==> src/rtl/cache_request_driver_if.sv <==
// Word-level request bundle between the CPU-side command source, the request driver and the cache system.
// The master modport is the driver's view; the slave modport is the environment's view.
interface cache_request_driver_if #(
  parameter int unsigned ADDR_LENGTH = 15,
  parameter int unsigned DATA_WIDTH  = 32,
  parameter int unsigned LAT_WIDTH   = 16
);
  // Command side
  logic                   cmdValid;
  logic                   cmdReady;
  logic                   cmdWrite;
  logic [ADDR_LENGTH-1:0] cmdAddr;
  logic [DATA_WIDTH-1:0]  cmdData;

  // Cache-system side
  logic [ADDR_LENGTH-1:0] addrOut;
  logic                   enableOut;
  logic                   writeOut;
  logic [DATA_WIDTH-1:0]  dataOut;
  logic                   requestComplete;
  logic [DATA_WIDTH-1:0]  dataIn;

  // Response side
  logic                   respValid;
  logic                   respWrite;
  logic                   respTimeout;
  logic [DATA_WIDTH-1:0]  respData;
  logic [LAT_WIDTH-1:0]   respLatency;

  modport master (
    input  cmdValid, cmdWrite, cmdAddr, cmdData, requestComplete, dataIn,
    output cmdReady, addrOut, enableOut, writeOut, dataOut,
           respValid, respWrite, respTimeout, respData, respLatency
  );

  modport slave (
    output cmdValid, cmdWrite, cmdAddr, cmdData, requestComplete, dataIn,
    input  cmdReady, addrOut, enableOut, writeOut, dataOut,
           respValid, respWrite, respTimeout, respData, respLatency
  );
endinterface

==> src/rtl/cache_request_driver.sv <==
// Buffers read/write commands in a FIFO and issues them one at a time to the cache system,
// reporting per-request latency, timeouts and running request/hit counts.
module cache_request_driver #(
  parameter int unsigned ADDR_LENGTH   = 15,
  parameter int unsigned DATA_WIDTH    = 32,
  parameter int unsigned FIFO_DEPTH    = 8,
  parameter int unsigned LAT_WIDTH     = 16,
  parameter int unsigned HIT_THRESHOLD = 10,
  parameter int unsigned TIMEOUT       = 4095
) (
  input  logic                          clock,
  input  logic                          reset,
  cache_request_driver_if.master        bus,
  output logic                          busy,
  output logic [LAT_WIDTH-1:0]          reqCount,
  output logic [LAT_WIDTH-1:0]          hitCount
);

  localparam int unsigned PTR_W = (FIFO_DEPTH > 1) ? $clog2(FIFO_DEPTH) : 1;
  localparam int unsigned CNT_W = PTR_W + 1;

  typedef struct packed {
    logic                   write;
    logic [ADDR_LENGTH-1:0] addr;
    logic [DATA_WIDTH-1:0]  data;
  } cmd_t;

  typedef enum logic [1:0] {IDLE, ACTIVE, GAP} state_t;

  cmd_t             fifoMem [FIFO_DEPTH];
  cmd_t             head;
  logic [PTR_W-1:0] wrPtr;
  logic [PTR_W-1:0] rdPtr;
  logic [CNT_W-1:0] fifoCnt;
  logic             fifoFull;
  logic             fifoEmpty;
  logic             pushEn;
  logic             popEn;

  state_t                 state;
  logic [LAT_WIDTH-1:0]   latCnt;
  logic [ADDR_LENGTH-1:0] addrReg;
  logic                   writeReg;
  logic [DATA_WIDTH-1:0]  dataReg;
  logic                   enableReg;
  logic                   respValidReg;
  logic                   respWriteReg;
  logic                   respTimeoutReg;
  logic [DATA_WIDTH-1:0]  respDataReg;
  logic [LAT_WIDTH-1:0]   respLatReg;
  logic [LAT_WIDTH-1:0]   reqCntReg;
  logic [LAT_WIDTH-1:0]   hitCntReg;

  assign fifoFull  = (fifoCnt == CNT_W'(FIFO_DEPTH));
  assign fifoEmpty = (fifoCnt == '0);
  assign pushEn    = bus.cmdValid && !fifoFull;
  assign popEn     = (state == IDLE) && !fifoEmpty;
  assign head      = fifoMem[rdPtr];

  // Command storage; contents are don't-care until the count says otherwise.
  always_ff @(posedge clock) begin
    if (pushEn) begin
      fifoMem[wrPtr] <= '{write: bus.cmdWrite, addr: bus.cmdAddr, data: bus.cmdData};
    end
  end

  always_ff @(posedge clock or negedge reset) begin
    if (!reset) begin
      wrPtr   <= '0;
      rdPtr   <= '0;
      fifoCnt <= '0;
    end else begin
      if (pushEn) wrPtr <= wrPtr + PTR_W'(1);
      if (popEn)  rdPtr <= rdPtr + PTR_W'(1);
      case ({pushEn, popEn})
        2'b10:   fifoCnt <= fifoCnt + CNT_W'(1);
        2'b01:   fifoCnt <= fifoCnt - CNT_W'(1);
        default: fifoCnt <= fifoCnt;
      endcase
    end
  end

  // Request sequencer: issue from FIFO head, wait for completion or timeout, then force one low cycle.
  always_ff @(posedge clock or negedge reset) begin
    if (!reset) begin
      state          <= IDLE;
      latCnt         <= '0;
      addrReg        <= '0;
      writeReg       <= 1'b0;
      dataReg        <= '0;
      enableReg      <= 1'b0;
      respValidReg   <= 1'b0;
      respWriteReg   <= 1'b0;
      respTimeoutReg <= 1'b0;
      respDataReg    <= '0;
      respLatReg     <= '0;
      reqCntReg      <= '0;
      hitCntReg      <= '0;
    end else begin
      respValidReg <= 1'b0;
      case (state)
        IDLE: begin
          if (!fifoEmpty) begin
            addrReg   <= head.addr;
            writeReg  <= head.write;
            dataReg   <= head.write ? head.data : '0;
            enableReg <= 1'b1;
            latCnt    <= LAT_WIDTH'(1);
            state     <= ACTIVE;
          end
        end
        ACTIVE: begin
          if (bus.requestComplete) begin
            enableReg      <= 1'b0;
            respValidReg   <= 1'b1;
            respWriteReg   <= writeReg;
            respTimeoutReg <= 1'b0;
            respLatReg     <= latCnt;
            respDataReg    <= writeReg ? '0 : bus.dataIn;
            reqCntReg      <= reqCntReg + LAT_WIDTH'(1);
            if (latCnt <= LAT_WIDTH'(HIT_THRESHOLD)) hitCntReg <= hitCntReg + LAT_WIDTH'(1);
            state          <= GAP;
          end else if (latCnt == LAT_WIDTH'(TIMEOUT)) begin
            enableReg      <= 1'b0;
            respValidReg   <= 1'b1;
            respWriteReg   <= writeReg;
            respTimeoutReg <= 1'b1;
            respLatReg     <= LAT_WIDTH'(TIMEOUT);
            respDataReg    <= '0;
            reqCntReg      <= reqCntReg + LAT_WIDTH'(1);
            state          <= GAP;
          end else begin
            latCnt <= latCnt + LAT_WIDTH'(1);
          end
        end
        GAP:     state <= IDLE;
        default: state <= IDLE;
      endcase
    end
  end

  assign bus.cmdReady    = !fifoFull;
  assign bus.addrOut     = addrReg;
  assign bus.enableOut   = enableReg;
  assign bus.writeOut    = writeReg;
  assign bus.dataOut     = dataReg;
  assign bus.respValid   = respValidReg;
  assign bus.respWrite   = respWriteReg;
  assign bus.respTimeout = respTimeoutReg;
  assign bus.respData    = respDataReg;
  assign bus.respLatency = respLatReg;
  assign busy            = (state != IDLE) || !fifoEmpty;
  assign reqCount        = reqCntReg;
  assign hitCount        = hitCntReg;

endmodule

==> src/flat_wrapper.sv <==
// flat-port wrapper written by rule: the top's interface ports become plain ports
module cache_request_driver_flat 
#(
  parameter int unsigned ADDR_LENGTH   = 15,
  parameter int unsigned DATA_WIDTH    = 32,
  parameter int unsigned FIFO_DEPTH    = 8,
  parameter int unsigned LAT_WIDTH     = 16,
  parameter int unsigned HIT_THRESHOLD = 10,
  parameter int unsigned TIMEOUT       = 4095
)
  (clock, reset, busy, reqCount, hitCount, bus_cmdValid, bus_cmdWrite, bus_cmdAddr, bus_cmdData, bus_requestComplete, bus_dataIn, bus_cmdReady, bus_addrOut, bus_enableOut, bus_writeOut, bus_dataOut, bus_respValid, bus_respWrite, bus_respTimeout, bus_respData, bus_respLatency);
  cache_request_driver_if #(.ADDR_LENGTH(ADDR_LENGTH), .DATA_WIDTH(DATA_WIDTH), .LAT_WIDTH(LAT_WIDTH)) bus_i ();
  input  logic clock;
  input  logic reset;
  output logic busy;
  output logic [LAT_WIDTH-1:0] reqCount;
  output logic [LAT_WIDTH-1:0] hitCount;
  input wire logic [$bits(bus_i.cmdValid)-1:0] bus_cmdValid;
  input wire logic [$bits(bus_i.cmdWrite)-1:0] bus_cmdWrite;
  input wire logic [$bits(bus_i.cmdAddr)-1:0] bus_cmdAddr;
  input wire logic [$bits(bus_i.cmdData)-1:0] bus_cmdData;
  input wire logic [$bits(bus_i.requestComplete)-1:0] bus_requestComplete;
  input wire logic [$bits(bus_i.dataIn)-1:0] bus_dataIn;
  output wire logic [$bits(bus_i.cmdReady)-1:0] bus_cmdReady;
  output wire logic [$bits(bus_i.addrOut)-1:0] bus_addrOut;
  output wire logic [$bits(bus_i.enableOut)-1:0] bus_enableOut;
  output wire logic [$bits(bus_i.writeOut)-1:0] bus_writeOut;
  output wire logic [$bits(bus_i.dataOut)-1:0] bus_dataOut;
  output wire logic [$bits(bus_i.respValid)-1:0] bus_respValid;
  output wire logic [$bits(bus_i.respWrite)-1:0] bus_respWrite;
  output wire logic [$bits(bus_i.respTimeout)-1:0] bus_respTimeout;
  output wire logic [$bits(bus_i.respData)-1:0] bus_respData;
  output wire logic [$bits(bus_i.respLatency)-1:0] bus_respLatency;
  assign bus_i.cmdValid = bus_cmdValid;
  assign bus_i.cmdWrite = bus_cmdWrite;
  assign bus_i.cmdAddr = bus_cmdAddr;
  assign bus_i.cmdData = bus_cmdData;
  assign bus_i.requestComplete = bus_requestComplete;
  assign bus_i.dataIn = bus_dataIn;
  assign bus_cmdReady = bus_i.cmdReady;
  assign bus_addrOut = bus_i.addrOut;
  assign bus_enableOut = bus_i.enableOut;
  assign bus_writeOut = bus_i.writeOut;
  assign bus_dataOut = bus_i.dataOut;
  assign bus_respValid = bus_i.respValid;
  assign bus_respWrite = bus_i.respWrite;
  assign bus_respTimeout = bus_i.respTimeout;
  assign bus_respData = bus_i.respData;
  assign bus_respLatency = bus_i.respLatency;
  cache_request_driver #(.ADDR_LENGTH(ADDR_LENGTH), .DATA_WIDTH(DATA_WIDTH), .FIFO_DEPTH(FIFO_DEPTH), .LAT_WIDTH(LAT_WIDTH), .HIT_THRESHOLD(HIT_THRESHOLD), .TIMEOUT(TIMEOUT)) u_core (.clock(clock), .reset(reset), .bus(bus_i), .busy(busy), .reqCount(reqCount), .hitCount(hitCount));
endmodule
==> config.mk <==
export PLATFORM = sky130hd
export DESIGN_NAME = cache_request_driver_flat
export DESIGN_NICKNAME = d
export VERILOG_FILES = /design/src/rtl/cache_request_driver_if.sv /design/src/rtl/cache_request_driver.sv /design/src/flat_wrapper.sv
export SDC_FILE = /design/constraint.sdc
export NUM_CORES = 1
export LEC_CHECK = 0
export CAP_MARGIN = 20
export CORE_UTILIZATION = 51
export DETAILED_ROUTE_END_ITERATION = 16
export GPL_TIMING_DRIVEN = 0
export PLACE_DENSITY = 0.76
export SETUP_SLACK_MARGIN = 0.1
export SLEW_MARGIN = 20
export SYNTH_ARGS = -nofsm -noshare
export SYNTH_HDL_FRONTEND = slang
export SYNTH_SLANG_ARGS = --single-unit
export TNS_END_PERCENT = 20
==> constraint.sdc <==
create_clock -name clock -period 6.3 [get_ports clock]
set_input_delay 1.89 -clock clock [delete_from_list [all_inputs] [get_ports clock]]
set_output_delay 1.89 -clock clock [all_outputs]
set_load 0.005 [all_outputs]
==> reports/summary.md, run 1 <==
After layout, the minimum clock period comes to 4170 ps. The number of max-slew violations in the final report was 0; the max-cap violation count was 0. At the end of the flow, the number of nets in the layout was 1,548. Following the worst setup path forward leads to its endpoint at busy. The floorplan step set the die height to 205 µm. Buffers inserted during clock tree synthesis total 53. The share of total power dissipated in combinational logic is 30.8%. Hold is met by 465 ps.

After detailed routing, the number of remaining DRC violations is 0. Fill cells in the final layout number 2,707. In this run, the clock network consumes 27.6% of the power. The tools report the CTS H-tree depth as 2. The largest individual stage delay along the critical path comes from the cell sky130_fd_sc_hd__or4_1. The floorplan step defined a core boundary enclosing 40,200 µm². The run gives 52 as the number of different library cells in the post-synthesis netlist.

On the worst path, the slowest cell contributes a delay of 560 ps. Once the floorplan was initialized, standard cells occupied 52.3% of the core. Summed over all cells, the static leakage comes to 9.52 nW.

Critical register-to-register path startpoint: u_core.fifoCnt[1]. The worst setup path is launched from a register. Of the total power, the share spent switching nets is 29.9%.

The mean instance size in the synthesized netlist works out to 18.4 µm². After the first detailed-routing iteration, the DRC count stood at 808. The critical path goes through or4_1, nand2b_1, clkdlybuf4s50_1.

The proportion of register bits with asynchronous set or reset after synthesis is 29.4%. The setup fix buffers added after clock tree synthesis is 0, and the clock skew is 16.1 ps. In this run, synthesis produced a sequential element count of 544. Routability-driven placement finished with a final weighted congestion of 0.797. The final hold violation count came out at 0. The clock insertion delay at the later pin of the skew report was 610 ps; the reg-to-reg setup timing slack was 3290 ps. The root buffer cell chosen for the clock tree is sky130_fd_sc_hd__clkbuf_16. Setup repair after global routing left no endpoint under its margin. For the net count after synthesis, the log shows 1,237.

In this run, flip-flops and latches consume 41.6% of the power. Before antenna repair, the detailed router went through 6 iterations. The routed layout has 11,800 vias. The top cell types in the final layout, fill and taps aside, are sky130_fd_sc_hd__edfxtp_1, sky130_fd_sc_hd__clkdlybuf4s50_1, sky130_fd_sc_hd__dfrtp_1. Area growth from synthesis to layout: 24.9%. The remaining global-route overflow came out at 0. The largest buffer count on any clock path is 3, and the pin slew with the least headroom to its limit is 1060 ps. The detailed-placement wirelength estimate was 31.5 mm; the required time of the critical path was 4410 ps. The most used flip-flop cell after synthesis is sky130_fd_sc_hd__edfxtp_1.

The worst min-delay path category was register to register. The run gives 6 as the initial antenna violation count. Adding up every negative setup slack in the final design gives 0 ps.

For this run, the register share of the synthesized area comes to 74.0%. The run gives 1,925 as the cell count after placement. The final critical path takes up 66.1% of the cycle. The reg-to-reg endpoint is u_core.fifoCnt[2]. The worst register-to-register path has a depth of 10. TritonCTS built the clock tree. The run finished with clean final reports. Most frequent standard cell in the layout excluding fill and tap cells: sky130_fd_sc_hd__edfxtp_1. Critical path data arrival time: 2280 ps.

For the via count of the first global-routing pass, the log shows 11,900. The die is 205 µm wide. The cell class contributing the biggest share of worst-path delay is simple AND/OR/NAND/NOR gates. Wire length of the first global-routing pass: 71.3 mm.

The placement row count was 73. After detailed routing, the average wire length per cell comes to 23.6 µm. The final count of negative-setup-slack endpoints came out at 0.

For this run, the top clock speed supported by timing is 240 MHz. Counting every sink on the clock net gives 544. The critical path endpoint category was a primary output.

Gates resized during post-CTS repair numbered 0. The global routing usage summed across all routing layers is 23.0%, and the mean number of vias per cell is 5.84. The count of cell instances traversed by the critical path is 3.

The net switching power figure is 3.59 mW. Startpoint-to-endpoint class of the critical path: register to primary output. The maximum fanout along the worst path is 7. Power spread over the standard cell area amounts to 457 nW/µm². The finished layout holds 2,026 standard cells, fillers aside. Entering global routing, the biggest net connects 87 pins. The clock input transition at the sequential cells of the worst setup and hold paths is 60 ps, and the count of nets left with antenna violations after detail routing is 0.

The internal power of the cells totals 8.40 mW. The die footprint was 42,000 µm². The critical path buffer and inverter count came out at 1.

For this design, the CTS-stage hold fixing added 0 buffers. In this run the tightest slew margin relative to its limit is 29.3%. Counting every instance in the synthesized netlist gives 1,144. The share of final-layout standard cells stronger than drive strength 1 is 17.9%. The run gives 21,000 µm² as the synthesized cell area. The most critical setup path has its startpoint at u_core.fifoCnt[1].

In this run the tool buffered the top-level ports with 216 buffer cells. For this run, the number of Yosys warnings is 0. The maximum ir drop on the vdd rail was 0.289 mV; the count of flip-flops with a built-in enable after synthesis was 384. The routed wire length came out at 47.7 mm. For the I/O pin count, the log shows 218.
==> worst min path at each step <==
stage	start	to	slack [ps]	cells past startpoint
2_1_floorplan	u_core.fifoCnt[3]	u_core.fifoCnt[3]	460	1
3_3_place_gp	u_core.hitCount[15]	u_core.hitCount[15]	450	1
3_5_place_dp	u_core.hitCount[15]	u_core.hitCount[15]	460	1
4_1_cts	u_core.hitCount[15]	u_core.hitCount[15]	470	1
5_1_grt	u_core.reqCount[15]	u_core.reqCount[15]	500	1
6_report	u_core.hitCount[15]	u_core.hitCount[15]	460	1
==> stage by stage <==
stage               total power [mW]  util (%)  instance area, µm²  worst slack [ps]
floorplan                       7.03         -               21000               369
global placement                8.55      59.3               23800             -3710
detailed placement              8.77      60.7               24400              1840
CTS                             12.1      65.3               26200              2120
global route                    12.5      65.3               26200              2040
finish                          12.0      65.3               26200              2130
==> synth_stat cells, drive strengths merged (6+ instances only) <==
| master | count | area share, % |
|---|---|---|
| dfrtp | 160 | 19 |
| nand2b | 6 | 0.18 |
| ha | 9 | 0.54 |
| a21oi | 6 | 0.14 |
| clkbuf | 32 | 0.57 |
| o21ai | 52 | 1.3 |
| nor2 | 13 | 0.23 |
| mux2i | 60 | 2.9 |
| mux4 | 95 | 10 |
| nor3 | 18 | 0.43 |
| a22o | 33 | 1.4 |
| xor2 | 32 | 1.3 |
| buf | 28 | 0.64 |
| nand3 | 18 | 0.43 |
| nor4 | 18 | 0.74 |
| nand2 | 86 | 1.5 |
| o22a | 11 | 0.46 |
| xnor2 | 7 | 0.29 |
| and4 | 7 | 0.29 |
| nand4 | 13 | 0.39 |
| edfxtp | 384 | 55 |
==> sequential cells by signal, indices dropped and copies added, names as in the netlist <==
signal	count
u_core.fifoMem	384
u_core.bus.dataOut	32
u_core.bus.respData	32
u_core.bus.respLatency	16
u_core.hitCount	16
u_core.latCnt	16
u_core.reqCount	16
u_core.bus.addrOut	15
u_core.fifoCnt	4
u_core.rdPtr	3
u_core.wrPtr	3
u_core.state	2
u_core.bus.enableOut	1
u_core.bus.respTimeout	1
u_core.bus.respValid	1
u_core.bus.respWrite	1
u_core.bus.writeOut	1
==> cells by family after synthesis <==
kind of cell             after synthesis  synth area share [%]
AO/OA/AOI/OAI                        116                  3.77
XOR/XNOR                              39                  1.63
adder cells (fa/ha/maj)                9                 0.536
buffers and inverters                 65                  1.30
flip-flops                           544                  74.0
multiplexers                         160                  13.3
AND/OR/NAND/NOR                      211                  5.47
==> final cells by class <==
class | count | area (µm²) | area share (%)
antenna | 1 | 2.50 | 0.00954
buffer | 60 | 254 | 0.968
clock buffer | 71 | 1490 | 5.66
clock inverter | 29 | 354 | 1.35
inverter | 5 | 18.8 | 0.0715
multi-input combinational | 535 | 5250 | 20.0
sequential | 544 | 15500 | 59.2
tap | 525 | 657 | 2.50
timing repair buffer | 256 | 2670 | 10.2
==> per-layer routing <==
layer,part of all wire (%),GRT usage [%]
met3,6.8,4.44
met4,2.4,7.88
met5,0.15,0
met1,41,30.6
met2,50,38.1
==> power groups by stage <==
| stage | registers (mW) | logic [mW] | clock network [mW] |
|---|---|---|---|
| floorplan | 5.01 | 2.02 | 0 |
| global placement | 5.07 | 3.48 | 0 |
| detailed placement | 5.05 | 3.72 | 0 |
| CTS | 4.99 | 3.76 | 3.35 |
| global route | 5.05 | 3.99 | 3.48 |
| finish | 4.99 | 3.69 | 3.30 |
Note: power is estimated with default switching activity, not from simulation.
==> run 2, diff against run 1 <==
Settings changed: CORE_UTILIZATION 51 to 56, PLACE_DENSITY 0.76 to 0.79.
Clock period 6.3 ns to 4.1 ns, I/O delays scaled along.
==> reports/summary.md, run 2 (synthesized netlist as in run 1, its figures left out) <==
The first global-routing pass estimated 73.9 mm of wire. The post-route netlist has 18.0% of its cells at a drive strength greater than 1. VDD sags by at most 0.547 mV. The worst setup path is captured at a primary output. The cell count of the worst hold path is 1, and the per-cell routed wire length is 24.4 µm. The biggest cell delay along the critical path works out to 550 ps. The worst min-delay path category is register to register. Headroom to the max-slew limit came out at 34.9%. The initial utilization of the core area, before any placement, comes to 57.1%. The quantity of hold-fixing buffers added after cts is 0. The clock passes through at most 3 buffers.

The run gives 9.48 nW as the standby leakage power. The critical path goes through or4_1, nand2b_1, clkdlybuf4s50_1. Leaving out fill and tap cells, the most frequent cell in the layout is sky130_fd_sc_hd__edfxtp_1. Summing internal, switching and leakage power gives 18.2 mW. The flip-flop count of the largest register after layout was 384; the critical path buffer and inverter count was 1. The floorplan has 70 rows. The count of buffers added on input and output ports is 216. The mean number of vias per cell is 6.03, and the cell count after placement is 1,870. Derived from the worst setup path, the maximum achievable clock frequency is 286 MHz. Summing all flip-flop and latch instances after layout gives 15,500 µm².

The post-cts sizing count was 0; the layout filler cell count was 2,228. Setup repair after global routing left no endpoint under its margin. Clock tree synthesis found a total of 544 sinks.

Counting I/O delays and the setup requirement, the final critical path takes 3500 ps. The flow ran to the end, and the final reports show no timing, DRC or antenna violations. Depth of the worst register-to-register path: 10.

Summing over every cut layer, the via total after detailed routing is 11,900. The count of cell instances traversed by the critical path was 3. The vertical die dimension is 196 µm, and the final count of negative-setup-slack endpoints is 0. The clock input transition at the sequential cells of the worst setup and hold paths was 60 ps. The run gives 1,550 as the count of nets after finishing.

The number of optimization iterations in the first detailed-route pass was 4. The setup TNS is 0 ps, and the number of violations reported at the end of detailed-routing iteration 0 is 982. The routability congestion estimate from global placement was 0.860; the share of the clock period used by the worst path after layout was 85.3%.

For the die footprint, the log shows 38,300 µm². The via count of the first global-routing pass was 12,300. Across every metal layer, demand over resource in global routing totals 26.1%.

The register containing the most flip-flops in the final layout was u_core.fifoMem. The run gives 31.1 mm as the detailed-placement wirelength estimate. Leaving out fill and tap cells, the most frequent cells in the layout are sky130_fd_sc_hd__edfxtp_1, sky130_fd_sc_hd__clkdlybuf4s50_1, sky130_fd_sc_hd__dfrtp_1.

TritonCTS built the clock tree. In this run the count of I/O pins placed on the die edge is 218. Compared with the post-synthesis result, the final layout area differs by 24.1%. The combined area of the multi-input logic cells is 5250 µm². Max-cap violations in this run came to 0. The die is 196 µm wide. The detail route stage leaves a number of antenna-violating nets equal to 0. Critical path data arrival time: 2270 ps. The initial antenna violation count came out at 5. Data on the critical path is required at its endpoint by 2870 ps. Broken down by cell family, the worst path's largest delay share belongs to simple AND/OR/NAND/NOR gates. The core utilization of the finished layout is 70.9%.

The clock insertion delay at the later pin of the skew report is 620 ps. In this run the worst path has a maximum fanout of 7. In this run the standard cell core region covers 36,800 µm². The setup path with the least slack is of type register to primary output. The power density of the placed cells is 696 nW/µm², and the final hold violation count is 0. The number of max-slew violations in the final report came out at 0. The pin slew with the least headroom to its limit is 977 ps. Clock skew: 37.5 ps. In the routed design, unresolved DRC markers number 0. For this run, the number of standard cells in the final layout without fillers is 1,969. Among all stages on the critical path, the largest delay is contributed by sky130_fd_sc_hd__or4_1.

The clock buffer count from CTS was 52. STA classifies the critical path startpoint as a register. Buffers added to address setup during post-CTS repair amount to 0. The routed wire length came out at 48.1 mm. The total overflow left after global routing is 0.

Cell at the root of the clock tree: sky130_fd_sc_hd__clkbuf_16. Entering global routing, the biggest net connects 89 pins. The H-tree generated during clock tree synthesis spans 2 levels.
## run 2: changes by cell type in the layout (fill, tap and decap cells not counted), moves of 2 or more
| cell | previous run | this run |
|---|---|---|
| sky130_fd_sc_hd__bufinv_16 | 7 | 3 |
| sky130_fd_sc_hd__clkbuf_1 | 42 | 46 |
| sky130_fd_sc_hd__clkinv_16 | 0 | 2 |
| sky130_fd_sc_hd__clkbuf_8 | 7 | 9 |
| sky130_fd_sc_hd__clkinv_1 | 5 | 0 |
| sky130_fd_sc_hd__buf_6 | 8 | 13 |
| sky130_fd_sc_hd__clkinv_2 | 11 | 13 |
| sky130_fd_sc_hd__buf_16 | 8 | 6 |
## run 2: path summary, 6_finish.rpt
kind | slack [ps] | to | start
setup reg to reg | 1150 | u_core.fifoCnt[2] | u_core.fifoCnt[0]
hold reg to reg | 470 | u_core.hitCount[15] | u_core.hitCount[15]
setup / recovery | 600 | busy | u_core.fifoCnt[0]
min in group asynchronous | 620 | u_core.bus.addrOut[7] | reset
hold / removal | 470 | u_core.hitCount[15] | u_core.hitCount[15]
max in group asynchronous | 2580 | u_core.bus.dataOut[18] | reset
## run 2: area by class of cell
cell class,instances,area share (%)
sequential,544,59.6
multi-input combinational,535,20.1
timing repair buffer,259,10.3
clock buffer,76,5.76
tap,468,2.25
buffer,60,0.974
clock inverter,21,0.917
inverter,5,0.0720
antenna,1,0.00960
## run 2: through the flow
step | instance area (µm²) | hold slack, ps | setup WS [ps]
after floorplan | 21000 | 456 | -1170
after global placement | 23800 | 455 | -5260
after detailed placement | 24300 | 464 | 421
after CTS | 26100 | 476 | 578
after global routing | 26100 | 499 | 507
final | 26100 | 471 | 603
## run 2: worst reg2reg max path: cells and delay by family (launching register included)
| family | cells | cell delay, ps |
|---|---|---|
| compound gates | 1 | 150 |
| xor+xnor | 3 | 460 |
| fa+ha+maj | 2 | 530 |
| buf+inv | 1 | 260 |
| flops | 1 | 450 |
| simple gates | 3 | 990 |
## run 2: where the power goes
group	total [mW]	switching, mW	internal, mW
Combinational	5.68	2.85	2.84
Sequential	7.65	0.580	7.07
Clock	4.82	2.06	2.75
## run 2: layer usage
layer  global-route usage (%)  vias to the layer above  share of wire [%]
met5                        0                        -               0.11
met4                     8.91                        8                2.6
met3                     4.95                       97                7.4
met2                     42.7                      524                 49
met1                     35.8                     6072                 40
li1                         -                     5172                  -
==> run 3, diff against run 2 <==
Settings changed: CORE_MARGIN from default to 1.5.
==> reports/summary.md, run 3 (synthesized netlist as in run 1, its figures left out) <==
Data on the critical path arrives at its endpoint at 2270 ps. Global routing used 25.3% of the available tracks across all layers. The repair_antennas step left the layout with diodes totalling 0. The top cell types in the final layout, fill and taps aside, are sky130_fd_sc_hd__edfxtp_1, sky130_fd_sc_hd__clkdlybuf4s50_1, sky130_fd_sc_hd__dfrtp_1. From bottom edge to top edge, the die measures 197 µm. For this block, the via count after detailed routing is 12,000.

The routed metal-1 wire length is 19.1 mm. The count of nets left with antenna violations once routing finished came out at 0. The CTS sink count came out at 544.

The initial utilization of the core area, before any placement, comes to 57.1%. The count of cell instances traversed by the critical path works out to 3. For the final instance area, the log shows 26,100 µm².

The cell internal power dissipation came out at 12.7 mW. Entering global routing, the biggest net connects 89 pins. For the number of violations reported at the end of detailed-routing iteration 0, the log shows 893.

The run gives 0.840 as the routability congestion estimate from global placement. The setup check on the worst reg-to-reg path leaves a slack of 1080 ps. In this run the tightest slew margin relative to its limit is 33.5%. Once the clock tree was built, the setup fixing pass inserted 0 buffers. The logs give 24,300 µm² for the post-place instance area and 470 ps for the pre-CTS setup slack. Dividing the detail-routed wire length by the instance count gives 24.2 µm. After clock tree synthesis, the repair step resized 0 gates. Critical path buffer and inverter count: 1.

Counting flops per register, the top entry is u_core.fifoMem. The logs give 0 for the remaining global-route overflow and 598 ps for the worst setup margin. Topmost layer with routed signal wires: met5.

For this run, the slowest stage of the critical path takes 560 ps. The switching fraction of total power is 30.2%, and the quantity of hold-fixing buffers added after cts is 0. Port buffering added 216 buffers. STA classifies the critical path endpoint as a primary output. Setup repair after global routing left no endpoint under its margin. The routed length on met2 is 23.6 mm, and the share of final-layout standard cells stronger than drive strength 1 is 17.5%.

Reg-to-reg endpoint: u_core.fifoCnt[2]. The most frequent standard cell in the layout excluding fill and tap cells was sky130_fd_sc_hd__edfxtp_1. TritonCTS built the clock tree. For the total length of routed met3 wires, the log shows 3.89 mm. The run gives 54 as the clock buffer count from CTS.

For this design the ratio of total power to cell area is 698 nW/µm². The clock skew came out at 14.0 ps. The depth of the worst register-to-register path was 10.

Share of total power in sequential cells: 42.1%. The critical path starts at u_core.fifoCnt[1]. The tools report the cell at the root of the clock tree as sky130_fd_sc_hd__clkbuf_16. Walking the worst path, the cells encountered are or4_1, nand2b_1, clkdlybuf4s50_1. The net switching power figure is 5.49 mW, and the routed wire length is 47.7 mm. Clock network fraction of design power: 26.7%. The width of the die works out to 197 µm. The tool flagged a number of max-cap violations equal to 0. The I/O pin count was 218.

The worst setup path is launched from a register. For this run, the detailed router's first-pass iteration total came to 5. The most critical setup path has its endpoint at busy. For the final hold violation count, the log shows 0. For the top achievable clock speed, the log shows 286 MHz.

The hold slack came out at 469 ps. The flow ran to the end, and the final reports show no timing, DRC or antenna violations. The min-delay analysis places its worst path in the category register to register. The register with the most flip-flops in the layout has 384 of them. After detailed routing, the number of vias per cell comes to 6.09.

IR analysis of the VDD net gives a maximum drop of 0.402 mV. The library cell contributing the largest single delay on the critical path was sky130_fd_sc_hd__or4_1. The cell count after placement was 1,868; the area growth from synthesis to layout was 24.0%. The share of the clock period used by the worst path after layout is 85.4%. Of the total power, combinational logic draws 31.2%. The number of max-slew violations in the final report was 0; the required time of the critical path was 2870 ps. Of all nets on the critical path, the largest fanout is 7. The H-tree generated during clock tree synthesis spans 2 levels. Among cell families on the critical path, the largest total delay comes from simple AND/OR/NAND/NOR gates. The largest buffer count on any clock path came out at 3.

After clock tree synthesis, the clock-pin slew on the worst setup and hold paths is 60 ps. The post-layout total power came out at 18.2 mW. The worst register-to-register path begins at u_core.fifoCnt[1]. The floorplan has 70 rows. The startpoint-to-endpoint class of the critical path is register to primary output.

At the later pin of the worst-skew pair, clock insertion delay measures 600 ps. The initial antenna violation count was 2. Setup violations remaining at the end of the flow were counted as 0. The wire length of the first global-routing pass was 72.9 mm; the standby leakage power was 9.47 nW. The tools report the count of nets after finishing as 1,549. At the pin with the least slew margin, the transition time is 997 ps. For the core box area, the log shows 36,800 µm². For the via count of the first global-routing pass, the log shows 12,100. Once detailed placement completed, the half-perimeter wirelength came to 31.3 mm.

The floorplan step defined a die boundary enclosing 38,700 µm². After layout, the minimum clock period comes to 3500 ps. The run gives 0 as the DRC violation count after routing.

The count of non-filler cells in the finished layout came out at 1,970.
## run 3: how the worst min path moves through the flow
stage,startpoint,end,depth (start not counted)
final,u_core.hitCount[15],u_core.hitCount[15],1
after global routing,u_core.reqCount[15],u_core.reqCount[15],1
after CTS,u_core.hitCount[15],u_core.hitCount[15],1
after detailed placement,u_core.hitCount[15],u_core.hitCount[15],1
after global placement,u_core.reqCount[15],u_core.reqCount[15],1
after floorplan,u_core.fifoCnt[3],u_core.fifoCnt[3],1
## run 3: power groups by stage
stage                     clock [mW]  sequential (mW)  combinational (mW)
after floorplan                    0             7.69                3.10
after global placement             0             7.78                5.30
final                           4.86             7.66                5.68
after CTS                       4.94             7.66                5.76
after detailed placement           0             7.74                5.68
after global routing            5.13             7.76                6.14
## run 3: routing by layer
layer  up-vias  global-route usage [%]
li1       5174                       -
met1      6153                    34.6
met2       572                    41.9
met3        90                    4.83
met4         4                    7.80
met5         -                       0
## run 3: cell type report
cell class	count	area, µm²
fillers	2283	10700
clock inverters	24	218
repair buffers	256	2650
well taps	468	586
clock buffers	78	1540
inverters	5	18.8
plain buffers	60	255
multi-input cells	535	5250
flip-flops and latches	544	15500
## run 3: metrics by stage
stage / setup TNS [ps] / util (%)
final: 0 / 70.8
after detailed placement: 0 / 66.1
after CTS: 0 / 70.8
after floorplan: -239480 / -
after global placement: -2228760 / 64.6
after global routing: 0 / 70.8
